==> src/rtl/acc_adder_4bit_if.sv <==
// Operand/result handshake bundle between the adder datapath consumer and acc_adder_4bit.
interface acc_adder_4bit_if #(
   parameter int WIDTH = 4,
   parameter int CNT_W = 3
);
   logic             start;
   logic             C_in;
   logic [WIDTH-1:0] B;
   logic             B_valid;
   logic             B_ready;
   logic [WIDTH-1:0] S;
   logic [CNT_W-1:0] Carry_cnt;
   logic             Res_valid;
   logic             Res_ready;

   modport master (
      output start, C_in, B, B_valid, Res_ready,
      input  B_ready, S, Carry_cnt, Res_valid
   );

   modport slave (
      input  start, C_in, B, B_valid, Res_ready,
      output B_ready, S, Carry_cnt, Res_valid
   );
endinterface

==> src/rtl/acc_adder_4bit.sv <==
// Multi-operand accumulator: result valid the cycle after the N_OPS-th accepted operand; B_ready only in ACC, result held until Res_ready.
// Optional macro ACC_SATURATE_EN: clamp S to all ones on any carry-out instead of wrapping.
module acc_adder_4bit #(
   parameter int WIDTH = 4,
   parameter int N_OPS = 4,
   parameter int CNT_W = 3
) (
   input logic               clk,
   input logic               rst_n,
   acc_adder_4bit_if.slave   bus
);

   typedef enum logic [1:0] {
      IDLE = 2'd0,
      ACC  = 2'd1,
      DONE = 2'd2
   } state_t;

   state_t           state_q, state_d;
   logic [WIDTH-1:0] s_q;
   logic [CNT_W-1:0] carry_q;
   logic [CNT_W-1:0] op_cnt_q;
   logic             cin_q;

   logic             hs;
   logic             first_cin;
   logic             last_op;
   logic [WIDTH:0]   sum_ext;
   logic             b_ready;
   logic             res_valid;

   // Carry-in only joins the very first operand of a run.
   assign first_cin = (op_cnt_q == '0) ? cin_q : 1'b0;
   assign sum_ext   = {1'b0, s_q} + {1'b0, bus.B} + (WIDTH+1)'(first_cin);
   assign hs        = bus.B_valid & b_ready;
   assign last_op   = (op_cnt_q == CNT_W'(N_OPS - 1));

   always_comb begin
      state_d   = state_q;
      b_ready   = 1'b0;
      res_valid = 1'b0;
      case (state_q)
         IDLE: begin
            if (bus.start) state_d = ACC;
         end
         ACC: begin
            b_ready = 1'b1;
            if (bus.B_valid && last_op) state_d = DONE;
         end
         DONE: begin
            res_valid = 1'b1;
            if (bus.Res_ready) state_d = IDLE;
         end
         default: state_d = IDLE;
      endcase
   end

   always_ff @(posedge clk or negedge rst_n) begin
      if (!rst_n) begin
         state_q <= IDLE;
      end else begin
         state_q <= state_d;
      end
   end

   always_ff @(posedge clk or negedge rst_n) begin
      if (!rst_n) begin
         s_q      <= '0;
         carry_q  <= '0;
         op_cnt_q <= '0;
         cin_q    <= 1'b0;
      end else if (state_q == IDLE && bus.start) begin
         s_q      <= '0;
         carry_q  <= '0;
         op_cnt_q <= '0;
         cin_q    <= bus.C_in;
      end else if (hs) begin
`ifdef ACC_SATURATE_EN
         s_q <= sum_ext[WIDTH] ? '1 : sum_ext[WIDTH-1:0];
`else
         s_q <= sum_ext[WIDTH-1:0];
`endif
         // Carry counter sticks at its maximum rather than wrapping.
         if (sum_ext[WIDTH] && carry_q != '1) carry_q <= carry_q + CNT_W'(1);
         op_cnt_q <= op_cnt_q + CNT_W'(1);
      end
   end

   assign bus.B_ready   = b_ready;
   assign bus.Res_valid = res_valid;
   assign bus.S         = s_q;
   assign bus.Carry_cnt = carry_q;

endmodule

==> src/flat_wrapper.sv <==
// flat-port wrapper written by rule: the top's interface ports become plain ports
module acc_adder_4bit_flat 
#(
   parameter int WIDTH = 4,
   parameter int N_OPS = 4,
   parameter int CNT_W = 3
)
  (clk, rst_n, bus_start, bus_C_in, bus_B, bus_B_valid, bus_Res_ready, bus_B_ready, bus_S, bus_Carry_cnt, bus_Res_valid);
  acc_adder_4bit_if #(.WIDTH(WIDTH), .CNT_W(CNT_W)) bus_i ();
  input logic clk;
  input logic rst_n;
  input wire logic [$bits(bus_i.start)-1:0] bus_start;
  input wire logic [$bits(bus_i.C_in)-1:0] bus_C_in;
  input wire logic [$bits(bus_i.B)-1:0] bus_B;
  input wire logic [$bits(bus_i.B_valid)-1:0] bus_B_valid;
  input wire logic [$bits(bus_i.Res_ready)-1:0] bus_Res_ready;
  output wire logic [$bits(bus_i.B_ready)-1:0] bus_B_ready;
  output wire logic [$bits(bus_i.S)-1:0] bus_S;
  output wire logic [$bits(bus_i.Carry_cnt)-1:0] bus_Carry_cnt;
  output wire logic [$bits(bus_i.Res_valid)-1:0] bus_Res_valid;
  assign bus_i.start = bus_start;
  assign bus_i.C_in = bus_C_in;
  assign bus_i.B = bus_B;
  assign bus_i.B_valid = bus_B_valid;
  assign bus_i.Res_ready = bus_Res_ready;
  assign bus_B_ready = bus_i.B_ready;
  assign bus_S = bus_i.S;
  assign bus_Carry_cnt = bus_i.Carry_cnt;
  assign bus_Res_valid = bus_i.Res_valid;
  acc_adder_4bit #(.WIDTH(WIDTH), .N_OPS(N_OPS), .CNT_W(CNT_W)) u_core (.clk(clk), .rst_n(rst_n), .bus(bus_i));
endmodule
==> config.mk <==
export PLATFORM = sky130hd
export DESIGN_NAME = acc_adder_4bit_flat
export DESIGN_NICKNAME = d
export VERILOG_FILES = /design/src/rtl/acc_adder_4bit_if.sv /design/src/rtl/acc_adder_4bit.sv /design/src/flat_wrapper.sv
export SDC_FILE = /design/constraint.sdc
export NUM_CORES = 1
export LEC_CHECK = 0
export CORE_MARGIN = 2
export CORE_UTILIZATION = 25
export CTS_BUF_LIST = sky130_fd_sc_hd__clkbuf_16
export CTS_CLUSTER_SIZE = 24
export DETAILED_ROUTE_END_ITERATION = 6
export GPL_TIMING_DRIVEN = 0
export SLEW_MARGIN = 20
export SYNTH_ARGS = -nofsm -noshare
export SYNTH_HDL_FRONTEND = slang
export SYNTH_SLANG_ARGS = --single-unit
==> constraint.sdc <==
create_clock -name clk -period 2.5 [get_ports clk]
set_clock_uncertainty 0.1 [all_clocks]
set_input_delay 0.625 -clock clk [delete_from_list [all_inputs] [get_ports clk]]
set_output_delay 0.625 -clock clk [all_outputs]
set_load 0.02 [all_outputs]
# ---- Word-level counts from Yosys, hierarchy flattened
# Index checks and enable logic that the tools add are counted.
dict set report word_totals {
  reg_bits 13
  latchBits 0
  mem_bits_rw 0
  rom_bits 0
  input_bits 10
  output_inout_bits 9
  wordCells 40
  mem_count 0
}
dict set report classes {
  n_addsub 4
  mul 0
  n_div 0
  magnitude_cmp 0
  eq_ne 7
  shifts 0
  muxes 14
  bitwise_logic 1
  n_reduce_logical 9
}
# op count
set op_table {}
lappend op_table {{3-bit 2-to-1 mux} 5}
lappend op_table {{4-bit 2-to-1 mux} 2}
lappend op_table {{3-bit by 1-bit adder with 3-bit output (second input constant)} 2}
lappend op_table {{2-bit 2-to-1 mux} 3}
lappend op_table {{2-bit one-hot mux with 3 select lines} 1}
lappend op_table {{4-bit by 4-bit adder with 5-bit output} 1}
lappend op_table {{5-bit by 1-bit adder with 5-bit output} 1}
lappend op_table {{2-bit != test (second input constant)} 2}
lappend op_table {{2-bit nonzero test} 2}
lappend op_table {{3-bit by 2-bit equality test with 1-bit output (second input constant)} 1}
lappend op_table {{1-bit logical AND} 3}
lappend op_table {{3-bit zero test} 1}
lappend op_table {{1-bit 2-to-1 mux} 3}
lappend op_table {{3-bit != test (second input constant)} 1}
lappend op_table {{3-bit AND reduction} 1}
lappend op_table {{2-bit by 1-bit equality test with 1-bit output (second input constant)} 1}
lappend op_table {{2-bit equality test (second input constant)} 1}
lappend op_table {{2-bit zero test} 1}
lappend op_table {{2-bit by 1-bit != test with 1-bit output (second input constant)} 1}
lappend op_table {{2-bit AND reduction} 1}
lappend op_table {{1-bit AND} 1}

# ---- Logic depth before layout (Yosys ltp)
dict set report depth {
  depth_word 7
  mapped_depth 9
  mapped_depth_nobuf 9
}

# ---- Worst setup path before layout
# No wires, ideal clock.
dict set report synth_path {
  path_type {input port to flip-flop}
  start {in bus_B[0]}
  end {reg u_core.carry_q[0], in the netlist u_core.bus.Carry_cnt[0]}
  setup_ns 0.135
  t_arrival_ns 1.808
  required_time_ns 2.265
  slack_ns 0.458
  stages 7
  path_buffers 0
  cell_sequence {inv_1 > fa_1 > inv_1 > fa_1 > nand3_1 > a211o_1 > mux2i_1}
}
dict set report synth_via {
  elab_chain_len 5
}
# item line
set synth_lines {}
lappend synth_lines {{from (decl)} flat_wrapper.sv:14} ;# input wire logic [$bits(bus_i.B)-1:0] bus_B;
lappend synth_lines {{4-bit by 4-bit adder with 5-bit output} acc_adder_4bit.sv:34} ;# assign sum_ext = {1'b0, s_q} + {1'b0, bus.B} + (WIDTH+1)'(first_cin);
lappend synth_lines {{5-bit by 1-bit adder with 5-bit output} acc_adder_4bit.sv:34}
lappend synth_lines {{1-bit logical AND} acc_adder_4bit.sv:84} ;# if (sum_ext[WIDTH] && carry_q != '1) carry_q <= carry_q + CNT_W'(1);
lappend synth_lines {{2-bit nonzero test (no source line)} --}
lappend synth_lines {{2-bit AND reduction (no source line)} --}
lappend synth_lines {{to (signal assigned)} acc_adder_4bit.sv:84}
lappend synth_lines {{to (decl)} acc_adder_4bit.sv:21} ;# logic [CNT_W-1:0] carry_q;
# Every way passes these cells.
# A chain may end at the register's enable or synchronous reset.

# ---- Worst setup path after layout
dict set report layout_path {
  start {in bus_B[0]}
  end {reg u_core.carry_q[1], in the netlist u_core.bus.Carry_cnt[1]}
}
# The elaborated chain is that of the path after synthesis.

==> qor.txt <==
Total Neg Setup Slack - 0 ns
Pin count of the biggest net entering global routing - 14
Clock-pin slew on the worst setup and hold paths - 0.05 ns
Die Y - 59.4 um
Mapped Cells - 68
Reg2reg setup slack - 0.38 ns
R2R depth - 9
CTS root buffer - clkbuf_16
Via/cell ratio - 4.70
RePlAce Congestion - 0.749
FP Rows - 20
Fmax - 0.428 GHz
CP Class - in -> reg
Measured slew at the worst slew-check pin - 0.609 ns
Critical Path RT - 2.52 ns
Tcrit/Tclk final - 0.935
# diodes - 0
CTS Buf Count - 3
Reg area - 325 um2
Nature of the critical path startpoint - input pin
Initial antenna violation count - 0
Max_cap viols - 0
Final setup viols - 0
Final hold violation count - 0
Wire per inst - 12.4 um
Maximum root-to-sink buffer count - 2
Layout area overhead - 39.2%
WHS - 0.391 ns
Post-synth net total - 88
Unrepaired setup endpoints after global routing - false
CTS H-Tree Depth - 1
Ys Warns - 0
Clk Latency, worst-skew pair - 0.24 ns
Core Region - 2980 um2
R2R Path End - u_core.bus.Carry_cnt[1]
Pre-antenna DRT Iters - 4
Cts hold-fix bufs - 0
Fillers - 298
WP data arrival - 2.36 ns
Yosys reg bits - 13
Die width - 59.4 um
Multi-input logic area - 385 um2
Worst setup EP type - register
Worst-path maximum fanout - 3
Number of global-route vias before repair - 562
Critical Path Start - bus_B[0]
Initial drt markers - 7
Overall power - 0.00126 W
First-pass GRT wire length - 2500 um
Mapped Area - 767 um2
Reg2reg start - u_core.op_cnt_q[0]
PortBufs - 18
Vias - 578
Max transition margin - 0.593
Routed Wire Length - 1520 um
Remaining Overflow, GRT - 0
Status - finished clean
# IOs - 19
Clock sinks - 13
Critical path destination - u_core.bus.Carry_cnt[1]
Initial core utilization - 0.258
Antenna Nets Post-Route - 0
Cell variety after synth - 24
Final net count - 111
Share of cells above drive strength 1 - 0.0778
Overall routing resource usage - 0.0973
Post-route minimum period - 2.34 ns
Register area share after synthesis - 0.424
Final HPWL DP - 1140 um
VDD IR-drop max - 0.000395 V
Die area - 3530 um2
CTS tree - built
Leakage - 0.521 nW
Post-CTS resize count - 0
# DRC - 0
Max-slew violations - 0
Power per cell area - 1180 nW/um2
Postcts setup bufs - 0
Worst min-delay path class - reg -> reg
Synthesized area per cell - 11.3 um2
## area by class of cell
type                       instances  area share
buffer                             2      0.0211
clock buffer                       3      0.0703
clock inverter                     1     0.00352
inverter                           9      0.0317
multi-input combinational         44       0.361
sequential                        13       0.305
tap                               33      0.0387
timing repair buffer              18       0.169
## flip-flops by register name, summed over array words and instances (netlist names)
name	flops
u_core.bus.Carry_cnt	3
u_core.bus.S	4
u_core.cin_q	1
u_core.op_cnt_q	3
u_core.state_q	2
## worst max-delay path: stages
cell             delay (ns)
clkdlybuf4s50_1        0.46
inv_1                  0.05
fa_1                   0.39
inv_1                  0.08
fa_1                   0.20
nand3_1                0.08
a211o_1                0.33
mux2i_1                0.14
## worst min path at each step
stage	from	end	slack, ns	depth (start not counted)
finish	u_core.op_cnt_q[2]	u_core.op_cnt_q[2]	0.39	1
global route	u_core.op_cnt_q[2]	u_core.op_cnt_q[2]	0.44	1
CTS	u_core.op_cnt_q[2]	u_core.op_cnt_q[2]	0.40	1
detailed placement	u_core.op_cnt_q[2]	u_core.op_cnt_q[2]	0.38	1
global placement	u_core.op_cnt_q[2]	u_core.op_cnt_q[2]	0.37	1
floorplan	rst_n	u_core.bus.Carry_cnt[0]	0.23	0
## synthesized netlist by cell type
cell,number,area (um2)
o21ai_0,1,5.00
dfrtp_1,13,325
a21oi_1,2,10.0
o2bb2ai_1,2,17.5
inv_1,9,33.8
xor2_1,1,8.76
and4_1,1,8.76
ha_1,8,100
nand3_1,3,15.0
and2b_1,1,7.51
a211oi_1,1,7.51
or3b_1,1,8.76
fa_1,2,40.0
a22o_1,3,26.3
and2_4,1,8.76
mux2i_1,3,30.0
nand3b_1,2,15.0
buf_6,2,22.5
a32o_1,1,10.0
a211o_1,2,17.5
and3b_1,1,8.76
nand2_1,6,22.5
nor2b_1,1,6.26
mux2_2,1,11.3
## per-stage QoR
stage,instance area [um2],utilization,cells,setup slack [ns]
2_1_floorplan,767,-,68,0.458
3_3_place_gp,988,0.332,119,-0.112
3_5_place_dp,988,0.332,119,-0.106
4_1_cts,1070,0.358,123,0.146
5_1_grt,1070,0.358,123,0.0615
6_report,1070,0.358,123,0.162
## power by group
part           leakage [nW]  switching, W  total [W]  internal [W]
clock                0.0423     0.0000866   0.000297      0.000211
sequential            0.165     0.0000742   0.000371      0.000297
combinational         0.313      0.000286   0.000587      0.000301
## cell families after synthesis
kind of cell,after synthesis,share of synthesized area
adders and majority gates,10,0.183
AOI/OAI and AO/OA,12,0.122
and+or+nand+nor,17,0.132
buffers and inverters,11,0.0734
muxes,4,0.0538
DFF,13,0.424
xor gates and xnor gates,1,0.0114
## placed cells by master, fill, tap and decap left out, types with 2 or more instances in the layout
| cell type | n |
|---|---|
| mux2i_1 | 3 |
| o2bb2ai_1 | 2 |
| ha_1 | 8 |
| nand2_1 | 6 |
| clkbuf_16 | 3 |
| dfrtp_1 | 13 |
| a211o_1 | 2 |
| nand3_1 | 3 |
| a21oi_1 | 2 |
| buf_6 | 2 |
| clkdlybuf4s50_1 | 18 |
| inv_1 | 10 |
| a22o_1 | 3 |
| nand3b_1 | 2 |
| fa_1 | 2 |
## metal layers
layer / vias to the layer above / wire, um / track usage
met5: - / 0 / 0
met4: 0 / 15 / 0.0487
met3: 2 / 94 / 0.0240
met2: 16 / 686 / 0.152
met1: 279 / 724 / 0.124
li1: 281 / - / -
No activity file was read; power rests on OpenSTA's default activity.
